File: src/rtl/eth_tx_scheduler.sv
// rtl/eth_tx_scheduler.sv - round-robin transmit scheduler in front of the RMII frame generator
module eth_tx_scheduler #(
    parameter int NUM_REQ       = 2,
    parameter int GAP_CYCLES    = 48,
    parameter int START_TIMEOUT = 16,
    parameter int CNT_WIDTH     = 16
) (
    input  logic                   clk,
    input  logic                   rst_n,
    input  logic                   enable,
    input  logic [NUM_REQ-1:0]     req,
    input  logic [NUM_REQ*32-1:0]  req_data,
    output logic [NUM_REQ-1:0]     ack,
    output logic                   ack_err,
    output logic                   gen_start,
    output logic [31:0]            gen_data,
    input  logic                   gen_tx_en,
    output logic                   busy,
    output logic [2:0]             grant_id,
    output logic [CNT_WIDTH-1:0]   frame_count,
    output logic [CNT_WIDTH-1:0]   err_count
);

    localparam int TMAX = (GAP_CYCLES > START_TIMEOUT) ? GAP_CYCLES : START_TIMEOUT;
    localparam int TW   = $clog2(TMAX + 1);

    typedef enum logic [1:0] {IDLE, START, ACTIVE, GAP} state_t;

    state_t                 state_q, state_d;
    logic [TW-1:0]          tmr_q, tmr_d;
    logic [2:0]             ptr_q, ptr_d;
    logic [2:0]             grant_id_q, grant_id_d;
    logic [31:0]            gen_data_q, gen_data_d;
    logic                   gen_start_q, gen_start_d;
    logic [NUM_REQ-1:0]     ack_q, ack_d;
    logic                   ack_err_q, ack_err_d;
    logic [CNT_WIDTH-1:0]   frame_count_q, frame_count_d;
    logic [CNT_WIDTH-1:0]   err_count_q, err_count_d;

    logic                   found;
    logic [2:0]             pick;
    logic [3:0]             idx;
    logic [31:0]            sel_data;
    logic [NUM_REQ-1:0]     grant_onehot;

    // First set request at or above the pointer, wrapping at NUM_REQ.
    always_comb begin
        found = 1'b0;
        pick  = ptr_q;
        idx   = '0;
        for (int k = 0; k < NUM_REQ; k++) begin
            idx = {1'b0, ptr_q} + 4'(k);
            if (idx >= 4'(NUM_REQ)) begin
                idx = idx - 4'(NUM_REQ);
            end
            if (!found && |(req & (NUM_REQ'(1) << idx))) begin
                found = 1'b1;
                pick  = idx[2:0];
            end
        end
    end

    always_comb begin
        sel_data = '0;
        for (int i = 0; i < NUM_REQ; i++) begin
            if (3'(i) == pick) begin
                sel_data = req_data[32*i +: 32];
            end
        end
    end

    assign grant_onehot = NUM_REQ'(1) << grant_id_q;

    always_comb begin
        state_d       = state_q;
        tmr_d         = tmr_q;
        ptr_d         = ptr_q;
        grant_id_d    = grant_id_q;
        gen_data_d    = gen_data_q;
        gen_start_d   = gen_start_q;
        ack_d         = '0;
        ack_err_d     = 1'b0;
        frame_count_d = frame_count_q;
        err_count_d   = err_count_q;
        case (state_q)
            IDLE: begin
                if (enable && found) begin
                    gen_data_d  = sel_data;
                    grant_id_d  = pick;
                    ptr_d       = (pick == 3'(NUM_REQ - 1)) ? 3'd0 : pick + 3'd1;
                    gen_start_d = 1'b1;
                    tmr_d       = '0;
                    state_d     = START;
                end
            end
            START: begin
                // tx_en wins over a timeout expiring in the same cycle.
                if (gen_tx_en) begin
                    gen_start_d = 1'b0;
                    state_d     = ACTIVE;
                end else if (tmr_q == TW'(START_TIMEOUT - 1)) begin
                    gen_start_d = 1'b0;
                    ack_d       = grant_onehot;
                    ack_err_d   = 1'b1;
                    if (err_count_q != '1) begin
                        err_count_d = err_count_q + CNT_WIDTH'(1);
                    end
                    state_d     = IDLE;
                end else begin
                    tmr_d = tmr_q + TW'(1);
                end
            end
            ACTIVE: begin
                if (!gen_tx_en) begin
                    tmr_d   = '0;
                    state_d = GAP;
                end
            end
            GAP: begin
                if (tmr_q == TW'(GAP_CYCLES - 1)) begin
                    ack_d         = grant_onehot;
                    frame_count_d = frame_count_q + CNT_WIDTH'(1);
                    state_d       = IDLE;
                end else begin
                    tmr_d = tmr_q + TW'(1);
                end
            end
            default: state_d = IDLE;
        endcase
    end

    always_ff @(posedge clk or negedge rst_n) begin
        if (!rst_n) begin
            state_q       <= IDLE;
            tmr_q         <= '0;
            ptr_q         <= '0;
            grant_id_q    <= '0;
            gen_data_q    <= '0;
            gen_start_q   <= 1'b0;
            ack_q         <= '0;
            ack_err_q     <= 1'b0;
            frame_count_q <= '0;
            err_count_q   <= '0;
        end else begin
            state_q       <= state_d;
            tmr_q         <= tmr_d;
            ptr_q         <= ptr_d;
            grant_id_q    <= grant_id_d;
            gen_data_q    <= gen_data_d;
            gen_start_q   <= gen_start_d;
            ack_q         <= ack_d;
            ack_err_q     <= ack_err_d;
            frame_count_q <= frame_count_d;
            err_count_q   <= err_count_d;
        end
    end

    assign ack         = ack_q;
    assign ack_err     = ack_err_q;
    assign gen_start   = gen_start_q;
    assign gen_data    = gen_data_q;
    assign busy        = (state_q != IDLE);
    assign grant_id    = grant_id_q;
    assign frame_count = frame_count_q;
    assign err_count   = err_count_q;

endmodule
File: config.mk
export PLATFORM = sky130hd
export DESIGN_NAME = eth_tx_scheduler
export DESIGN_NICKNAME = d
export VERILOG_FILES = /design/src/rtl/eth_tx_scheduler.sv
export SDC_FILE = /design/constraint.sdc
export NUM_CORES = 1
export LEC_CHECK = 0
export CAP_MARGIN = 30
export CORE_UTILIZATION = 40
export CTS_CLUSTER_SIZE = 16
export DETAILED_ROUTE_END_ITERATION = 8
export GPL_ROUTABILITY_DRIVEN = 0
export PLACE_DENSITY = 0.76
export RECOVER_POWER = 50
export SYNTH_ARGS = -nofsm -noshare
export SYNTH_HDL_FRONTEND = slang
export SYNTH_SLANG_ARGS = --single-unit
export TNS_END_PERCENT = 50
File: constraint.sdc
create_clock -name clk -period 2.55 [get_ports clk]
set_clock_uncertainty 0.1 [all_clocks]
set_input_delay 0.6375 -clock clk [delete_from_list [all_inputs] [get_ports clk]]
set_output_delay 0.6375 -clock clk [all_outputs]
set_load 0.005 [all_outputs]
==> results of run 1 <==
==> power groups by stage <==
stage               Clock (W)  Sequential (W)  Combinational (W)
finish               0.000823         0.00194            0.00181
global route         0.000901         0.00198            0.00196
CTS                  0.000848         0.00192            0.00168
detailed placement          0         0.00192            0.00158
global placement            0         0.00193            0.00151
floorplan                   0         0.00189           0.000679
==> layer usage <==
metal | vias to the layer above | global-route usage [%] | wire, microns
li1 | 1605 | - | -
met1 | 1675 | 26.5 | 4440
met2 | 142 | 36.1 | 5590
met3 | 11 | 6.38 | 860
met4 | 0 | 7.92 | 157
met5 | - | 0 | 0
==> layout make-up <==
type / instances / area, sq um
Clock buffer: 11 / 131
Clock inverter: 5 / 31.3
Fill cell: 725 / 3260
Inverter: 11 / 41.3
Multi-Input combinational cell: 237 / 1990
Sequential cell: 82 / 2050
Tap cell: 129 / 161
Timing Repair Buffer: 168 / 1660
==> cell usage in the layout, fill, tap and decap left out, types with 5 or more instances in the layout <==
master           instances
clkdlybuf4s50_1        132
dfrtp_1                 80
a221o_1                 32
nand2_1                 27
and3_4                  24
xnor2_1                 20
and3_1                  19
buf_4                   14
nand3_1                 13
nor2_1                  10
xor2_1                  10
clkbuf_8                 9
inv_1                    8
dlygate4sd3_1            8
buf_6                    7
nand4_1                  6
and2_1                   6
ha_1                     5
==> what timing repair did <==
item                                   4_1_cts  5_1_grt
cloned                                       2        1
setup buffers                                2        4
endpoints found under the hold margin        0        0
setup endpoints to repair                   38       41
pin swaps                                    4       38
gates resized for setup                     12       48
==> sequential cells by signal, summed over array words and instances, names as in the netlist, named ones only <==
signal	flops
gen_start	1
ack_err	1
state_q	1
gen_data	32
err_count	16
grant_id	3
tmr_q	6
frame_count	16
ptr_q	3
ack	2
==> stage by stage <==
stage / setup WS (ns) / hold WS, ns
floorplan: 0.0150 / 0.242
global placement: -0.101 / 0.361
detailed placement: -0.185 / 0.362
CTS: -0.00436 / 0.181
global route: -0.158 / 0.388
finish: -0.114 / 0.364
==> worst reg2reg max path, cell delays in order (launching register included) <==
cell and delay (ns):
dfrtp_2 0.46, ha_4 0.19, xnor2_4 0.21, ha_4 0.18
nor2b_4 0.15, o22ai_2 0.08, a32o_2 0.29, buf_12 0.14
a32o_2 0.30, and3_1 0.21, a221o_1 0.25
==> cell families (layout without fill, tap and decap cells) <==
family | after synthesis | in the layout | share of synthesized area (%)
and+or+nand+nor | 128 | 128 | 18.6
DFF | 82 | 82 | 52.9
AOI/OAI and AO/OA | 61 | 64 | 13.9
xor gates and xnor gates | 31 | 31 | 6.99
buffers and inverters | 27 | 195 | 3.38
adders and majority gates | 9 | 9 | 2.90
muxes | 5 | 5 | 1.39
==> final timing paths <==
path,to,slack [ns],cells past startpoint
setup / recovery,gen_data[26]$_DFFE_PN0P_,-0.11,10
hold / removal,err_count[11]$_DFFE_PN0P_,0.36,1
setup reg to reg,gen_data[26]$_DFFE_PN0P_,-0.11,10
hold reg to reg,frame_count[15]$_DFFE_PN0P_,0.36,1
max in group asynchronous,gen_data[31]$_DFFE_PN0P_,0.62,2
min in group clk,frame_count[15]$_DFFE_PN0P_,0.36,1
==> impl_metrics.csv, run 1 <==
group,metric,value,unit
status,status,"finished with violations",
status,violations,"negative setup slack",
worst_setup_path,crit_path_max_fanout,8,
die,initial_core_util,41.6,%
place,place_area,0.00557,sq mm
worst_setup_path,worstPathRequired,2.69,ns
timing,report.final.slew_viol_count,0,
yosys,yosys.area.top_type,"dfrtp_1",
place,portBuffers,141,
clocking,cts_buffers,9,
power,pwr-share-seq,42.4,%
routing,drcViolationCount,0,
worst_setup_path,startpoint,"ptr_q[0]$_DFFE_PN0P_",
global_routing,grt_overflow_total,0,
worst_setup_path,arrival,2.80,ns
power,combPwrFrac,39.6,%
yosys,ys_ff_latch,82,
clocking,htree_levels,3,
routing,wl,11100,microns
min_path,hold_path_class,"in -> async",
finish,areaGrowthSynthToFinish,56.3,%
clocking,hold_buffers,0,
timing,min_period_over_period,104,%
routing,drt-initial-drc-count,110,
routing,vias,3433,
worst_setup_path,slowest_stage,"dfrtp_2",
worst_setup_path,cp_num_buf_inv,1,
yosys,async_reset_ff_share,100,%
clocking,cts_sinks,82,
die,die_w,101,microns
timing,setup_slack,-0.114,ns
clocking,clk_path_buf_depth,2,
yosys,synthCells,343,
die,num_rows,35,
worst_setup_path,cp-start-kind,"flip-flop",
global_routing,antenna_found_initial,0,
power,power.total,0.00458,W
die,core,0.00933,sq mm
yosys,syn-cell-area,0.00388,sq mm
power,clkPwrFrac,18.0,%
finish,nNetsFinal,588,
yosys,synth.most_common_cell,"dfrtp_1",
timing,worstMarginPinSlew,1.05,ns
global_routing,grt_pass1_vias,3442,
place,placed_cells,618,
finish,antennaDiodeCount,0,
global_routing,gr-usage-all-layers,21.6,%
yosys,ys_seq_area_share,52.9,%
power,p_per_area,754,mW/mm^2
timing,setup_tns,-3.04,ns
yosys,synth_fp_nets,422,
global_routing,grt_max_degree,42,
worst_setup_path,crit_family,"compound AO/OA/AOI/OAI gates",
timing,rsz0062_at_grt,"true",
yosys,yosys-top-cells-area,"dfrtp_1 (53%), a221o_1 (8.3%), and3_1 (6.9%)",
timing,report.final.hold_viol_count,0,
place,hpwl,7190,microns
die,die_area,0.0101,sq mm
timing,timing.fmax,375,MHz
yosys,yosysWarnings,0,
die,die_height,101,microns
worst_setup_path,end_kind,"flip-flop",
power,p_int,0.00313,W
finish,design_area,0.00607,sq mm
timing,finalSetupViolCount,35,
power,netSwitchingPower,0.00145,W
clocking,clk_transition_reported_paths,0.08,ns
timing,max_slew_margin,30.3,%
yosys,synth_top_area_share,52.9,%
yosys,synth_enable_flop_cells,0,
clocking,insertion_delay,0.34,ns
worst_setup_path,crit_type,"reg -> reg",
die,io_pins,142,
routing,wl_per_cell,17.2,microns
power,power.leakage,2.70,nW
power,vdd_drop_max,0.382,mV
finish,fin_util,65.1,%
worst_setup_path,r2r-start,"ptr_q[0]$_DFFE_PN0P_",
yosys,ys_types,48,
routing,drt_pass1_iterations,4,
worst_setup_path,cpPeakStageDelay,0.46,ns
yosys,synth_flop_cell,"dfrtp_1",
worst_setup_path,path_cells,"ha_4 > xnor2_4 > ha_4 > nor2b_4 > o22ai_2 > a32o_2 > buf_12 > a32o_2 > and3_1 > a221o_1",
global_routing,grt_pass1_wl,16700,microns
clocking,cts_root_buf,"clkbuf_8",
routing,drt.antenna.violating_nets,0,
timing,period_minus_slack,2.66,ns
clocking,cts_tree,"built",
job,drv_cap,0,
finish,drive_above_1_share,18.9,%
power,sw_frac_of_total,31.6,%
routing,viasPerCell,5.34,
yosys,yosys-top-cells-count,"dfrtp_1 (82), and3_1 (43), a221o_1 (32)",
finish,final_cells,643,
yosys,avgSynthCellArea,11.3,sq um
No activity file was read; power rests on OpenSTA's default activity.
==> run 2: changes to the inputs <==
==> constraint.sdc (replaced) <==
create_clock -name clk -period 2.55 [get_ports clk]
set_clock_uncertainty 0.1 [all_clocks]
set_input_delay 0.6375 -clock clk [delete_from_list [all_inputs] [get_ports clk]]
set_output_delay 0.6375 -clock clk [all_outputs]
set_load 0.1 [all_outputs]
==> impl_metrics.csv, run 2 (same netlist as run 1, synthesis figures left out) <==
group,metric,value,unit
power,netSwitchingPower,0.00343,W
power,sw_frac_of_total,51.6,%
die,die_area,0.0101,sq mm
timing,report.final.hold_viol_count,0,
worst_setup_path,crit_path_max_fanout,8,
worst_setup_path,cp-start-kind,"flip-flop",
worst_setup_path,crit_type,"reg -> reg",
timing,rsz0062_at_grt,"true",
clocking,htree_levels,3,
worst_setup_path,arrival,2.70,ns
timing,max_slew_margin,14.3,%
timing,finalSetupViolCount,11,
power,power.leakage,2.85,nW
power,p_per_area,1120,mW/mm^2
finish,antennaDiodeCount,0,
clocking,clk_transition_reported_paths,0.08,ns
timing,report.final.slew_viol_count,0,
timing,period_minus_slack,2.57,ns
clocking,clk_path_buf_depth,2,
die,core,0.00933,sq mm
clocking,cts_root_buf,"clkbuf_8",
global_routing,grt_pass1_wl,16600,microns
finish,largest_register_ffs,32,
worst_setup_path,end_kind,"flip-flop",
timing,setup_tns,-0.100,ns
status,violations,"negative setup slack",
power,p_int,0.00322,W
die,die_height,101,microns
worst_setup_path,cpPeakStageDelay,0.46,ns
worst_setup_path,slowest_stage,"dfrtp_2",
clocking,insertion_delay,0.34,ns
timing,worstMarginPinSlew,1.29,ns
clocking,cts_buffers,9,
finish,layout_common_cells,"dfrtp_1 (78), clkdlybuf4s50_1 (68), buf_4 (68), a221o_1 (32), nand2_1 (27)",
job,drv_cap,0,
global_routing,antenna_found_initial,0,
status,status,"finished with violations",
global_routing,grt_pass1_vias,3467,
clocking,cts_sinks,82,
timing,timing.fmax,389,MHz
worst_setup_path,worstPathRequired,2.68,ns
power,power.total,0.00665,W
finish,nNetsFinal,586,
global_routing,grt_max_degree,61,
routing,wl_per_cell,16.3,microns
clocking,hold_buffers,0,
worst_setup_path,startpoint,"ptr_q[1]$_DFFE_PN0P_",
min_path,hold_depth,1,
routing,viasPerCell,5.27,
power,pwr-share-seq,29.2,%
min_path,hold_path_class,"reg -> reg",
finish,final_common_cell,"dfrtp_1",
timing,whs,0.375,ns
routing,drt-initial-drc-count,74,
timing,min_period_over_period,101,%
worst_setup_path,reg2reg_depth,10,
worst_setup_path,r2r-start,"ptr_q[1]$_DFFE_PN0P_",
finish,areaGrowthSynthToFinish,53.5,%
die,num_rows,35,
timing,setup_slack,-0.0234,ns
die,die_w,101,microns
global_routing,gr-usage-all-layers,21.2,%
worst_setup_path,path_cells,"buf_6 > ha_4 > ha_4 > nor2b_4 > o22ai_1 > a32o_2 > buf_6 > a32o_2 > and3_1 > a221o_1",
die,io_pins,142,
finish,drive_above_1_share,33.0,%
power,vdd_drop_max,1.29,mV
global_routing,grt_overflow_total,0,
routing,drt.antenna.violating_nets,0,
routing,drcViolationCount,0,
min_path,min_from,"frame_count[15]$_DFFE_PN0P_",
place,portBuffers,141,
power,combPwrFrac,54.5,%
routing,vias,3375,
routing,drt_pass1_iterations,4,
place,hpwl,6660,microns
routing,wl,10500,microns
clocking,cts_tree,"built",
die,initial_core_util,41.6,%
power,clkPwrFrac,16.3,%
## run 2: changes by cell type in the layout (fill, tap and decap cells not counted), moves of 3 or more
| cell | before | now |
|---|---|---|
| buf_4 | 14 | 68 |
| clkbuf_8 | 9 | 12 |
| clkbuf_1 | 4 | 1 |
| o21ai_0 | 4 | 7 |
| dlygate4sd3_1 | 8 | 0 |
| clkbuf_2 | 2 | 17 |
| clkdlybuf4s50_1 | 132 | 68 |
## run 2: power groups by stage
| stage | clock [W] | combinational [W] | sequential [W] |
|---|---|---|---|
| 3_5_place_dp | 0 | 0.00350 | 0.00192 |
| 2_1_floorplan | 0 | 0.000687 | 0.00388 |
| 3_3_place_gp | 0 | 0.00343 | 0.00194 |
| 6_report | 0.00108 | 0.00363 | 0.00194 |
| 5_1_grt | 0.00116 | 0.00376 | 0.00198 |
| 4_1_cts | 0.00111 | 0.00363 | 0.00194 |
## run 2: final timing paths
check | end | slack [ns]
max | gen_data[22]$_DFFE_PN0P_ | -0.02
max reg2reg | gen_data[22]$_DFFE_PN0P_ | -0.02
min in group asynchronous | err_count[11]$_DFFE_PN0P_ | 0.45
min reg2reg | frame_count[15]$_DFFE_PN0P_ | 0.38
max in group asynchronous | asynchronous set/reset pin | 0.96
min | frame_count[15]$_DFFE_PN0P_ | 0.38
## run 2: per-layer routing
metal | vias up | share of wire (%) | GRT usage [%]
met1 | 1634 | 42 | 25.4
met5 | - | 0 | 0
met3 | 18 | 6.0 | 5.55
li1 | 1598 | - | -
met2 | 125 | 50 | 36.6
met4 | 0 | 1.9 | 8.25
## run 2: what timing repair did
| action | CTS | global route |
|---|---|---|
| buffers inserted | 5 | 2 |
| gates cloned | 4 | 2 |
| gates resized for setup | 27 | 28 |
| pin swaps | 10 | 42 |
| endpoints found under the setup margin | 38 | 39 |
## run 2: per-stage QoR
step / setup WS (ns) / utilization (%) / instances / instance area, sq um
global route: -0.0714 / 63.9 / 641 / 5960
detailed placement: -0.162 / 57.5 / 613 / 5360
global placement: -0.0794 / 57.5 / 613 / 5360
finish: -0.0234 / 63.9 / 641 / 5960
floorplan: -0.0336 / - / 343 / 3890
CTS: 0.00104 / 62.6 / 638 / 5840
## run 2: area by class of cell
type	instances	area, sq um
Clock buffer	12	165
Clock inverter	4	72.6
Fill cell	707	3370
Inverter	11	41.3
Multi-Input combinational cell	237	1990
Sequential cell	82	2060
Tap cell	129	161
Timing Repair Buffer	166	1480
## run 2: critical path: cells and delay by family (launching register included)
| family | cells | cell delay, ns |
|---|---|---|
| AO/OA/AOI/OAI | 4 | 0.89 |
| adder cells (fa/ha/maj) | 2 | 0.41 |
| buffers and inverters | 2 | 0.28 |
| flip-flops | 1 | 0.46 |
| AND/OR/NAND/NOR | 2 | 0.32 |
==> run 3: changes to the inputs <==
- CORE_MARGIN: unset -> 3
==> impl_metrics.csv, run 3 (same netlist as run 1, synthesis figures left out) <==
group,metric,value,unit
status,status,"finished with violations",
status,violations,"negative setup slack",
clocking,cts_tree,"built",
finish,antennaDiodeCount,0,
routing,routed.top_layer,"met4",
routing,vias,3424,
power,power.leakage,2.88,nW
clocking,cts_root_buf,"clkbuf_8",
finish,drive_above_1_share,30.2,%
clocking,cts_buffers,9,
worst_setup_path,cpPeakStageDelay,0.45,ns
die,initial_core_util,41.6,%
worst_setup_path,cp_num_cells,10,
worst_setup_path,reg2reg_depth,10,
global_routing,grt_max_degree,45,
finish,nNetsFinal,588,
timing,finalSetupViolCount,2,
worst_setup_path,crit_family,"compound AO/OA/AOI/OAI gates",
timing,setup_tns,-0.00958,ns
global_routing,antenna_found_initial,0,
timing,timing.fmax,391,MHz
worst_setup_path,worstPathRequired,2.68,ns
finish,largest_register_ffs,32,
finish,layout_common_cells,"dfrtp_1 (79), buf_4 (72), clkdlybuf4s50_1 (68), a221o_1 (32), and3_1 (30)",
global_routing,grt_pass1_vias,3542,
worst_setup_path,crit_path_max_fanout,8,
worst_setup_path,arrival,2.69,ns
global_routing,gr-usage-all-layers,19.7,%
timing,setup_slack,-0.00744,ns
global_routing,grt_overflow_total,0,
die,core,0.00933,sq mm
min_path,hold_path_class,"in -> async",
timing,worstMarginPinSlew,1.08,ns
clocking,clk_transition_reported_paths,0.08,ns
die,io_pins,142,
finish,areaGrowthSynthToFinish,52.2,%
finish,design_area,0.00591,sq mm
worst_setup_path,cp-start-kind,"flip-flop",
routing,dr_wl_met2,5390,microns
job,drv_cap,0,
routing,drt-initial-drc-count,93,
routing,drt.antenna.violating_nets,0,
timing,report.final.slew_viol_count,0,
routing,wl_per_cell,16.9,microns
place,portBuffers,141,
clocking,htree_levels,3,
clocking,hold_buffers,0,
worst_setup_path,slowest_stage,"dfrtp_2",
clocking,insertion_delay,0.35,ns
place,place_area,0.00539,sq mm
routing,drt_pass1_iterations,4,
worst_setup_path,path_cells,"buf_6 > buf_4 > ha_1 > nor2b_4 > o22ai_1 > a32o_2 > buf_6 > a32o_4 > and3_4 > a221o_1",
finish,final_common_cell,"dfrtp_1",
die,die_height,105,microns
clocking,cts_sinks,82,
place,hpwl,7350,microns
global_routing,grt_pass1_wl,17400,microns
worst_setup_path,critPathMostFrequentCell,"buf_6",
routing,wl_met1,4440,microns
die,die_area,0.0109,sq mm
timing,whs,0.370,ns
power,vdd_drop_max,1.40,mV
worst_setup_path,end_kind,"flip-flop",
finish,fin_util,63.4,%
timing,rsz0062_at_grt,"true",
finish,fillers,777,
routing,viasPerCell,5.33,
place,pre_cts_slack,-0.193,ns
clocking,clk_path_buf_depth,2,
timing,report.final.hold_viol_count,0,
routing,drcViolationCount,0,
routing,wl_met3,839,microns
timing,max_slew_margin,27.7,%
worst_setup_path,crit_type,"reg -> reg",
timing,min_period_over_period,100,%
routing,wl,10900,microns
timing,period_minus_slack,2.56,ns
die,die_w,105,microns
worst_setup_path,cp_num_buf_inv,3,
power,p_per_area,1150,mW/mm^2
die,num_rows,35,
[run 3: changes by cell type in the layout (fill, tap and decap cells not counted), moves of 2 or more]
cell and delta:
clkbuf_16 -2, and3_4 -12, buf_4 +4, inv_1 +2
bufinv_16 +2, buf_6 -2, and3_1 +12, clkinv_4 +2
clkbuf_8 -2, inv_2 -2
[run 3: power breakdown]
group,internal [W],total (W),switching [W]
clock,0.000780,0.00126,0.000478
combinational,0.000949,0.00365,0.00270
sequential,0.00164,0.00192,0.000273
[run 3: worst paths after layout]
kind | start | endpoint | slack, ns
worst min register to register | frame_count[15]$_DFFE_PN0P_ | frame_count[15]$_DFFE_PN0P_ | 0.38
worst max register to register | ptr_q[1]$_DFFE_PN0P_ | gen_data[2]$_DFFE_PN0P_ | -0.007
worst max-delay path | ptr_q[1]$_DFFE_PN0P_ | gen_data[2]$_DFFE_PN0P_ | -0.007
worst min-delay path | rst_n | err_count[11]$_DFFE_PN0P_ | 0.37
max in group asynchronous | rst_n | asynchronous set/reset pin | 0.73
min in group clk | frame_count[15]$_DFFE_PN0P_ | frame_count[15]$_DFFE_PN0P_ | 0.38
[run 3: cell type report]
type	count	area, sq um	share of cell area [%]
clock inverters	6	138	2.33
clock buffers	10	138	2.33
repair buffers	168	1450	24.6
well taps	129	161	2.73
flip-flops and latches	82	2060	34.8
inverters	11	41.3	0.699
multi-input cells	237	1930	32.6
[run 3: stage by stage]
stage	total power (W)	std cells
after floorplan	0.00457	343
after detailed placement	0.00547	617
after global routing	0.00710	643
after CTS	0.00690	643
final	0.00682	643
after global placement	0.00541	617
[run 3: timing repair]
item | 4_1_cts | 5_1_grt
endpoints found under the setup margin | 36 | 40
gates resized for setup | 24 | 15
cloned | 4 | 0
buffers inserted | 6 | 1
pin swaps | 25 | 20
[run 3: layer usage]
layer  vias to the layer above  GRT usage [%]
li1                       1607              -
met1                      1669           23.3
met2                       130           33.7
met3                        18           5.96
met4                         0           7.22
met5                         -              0
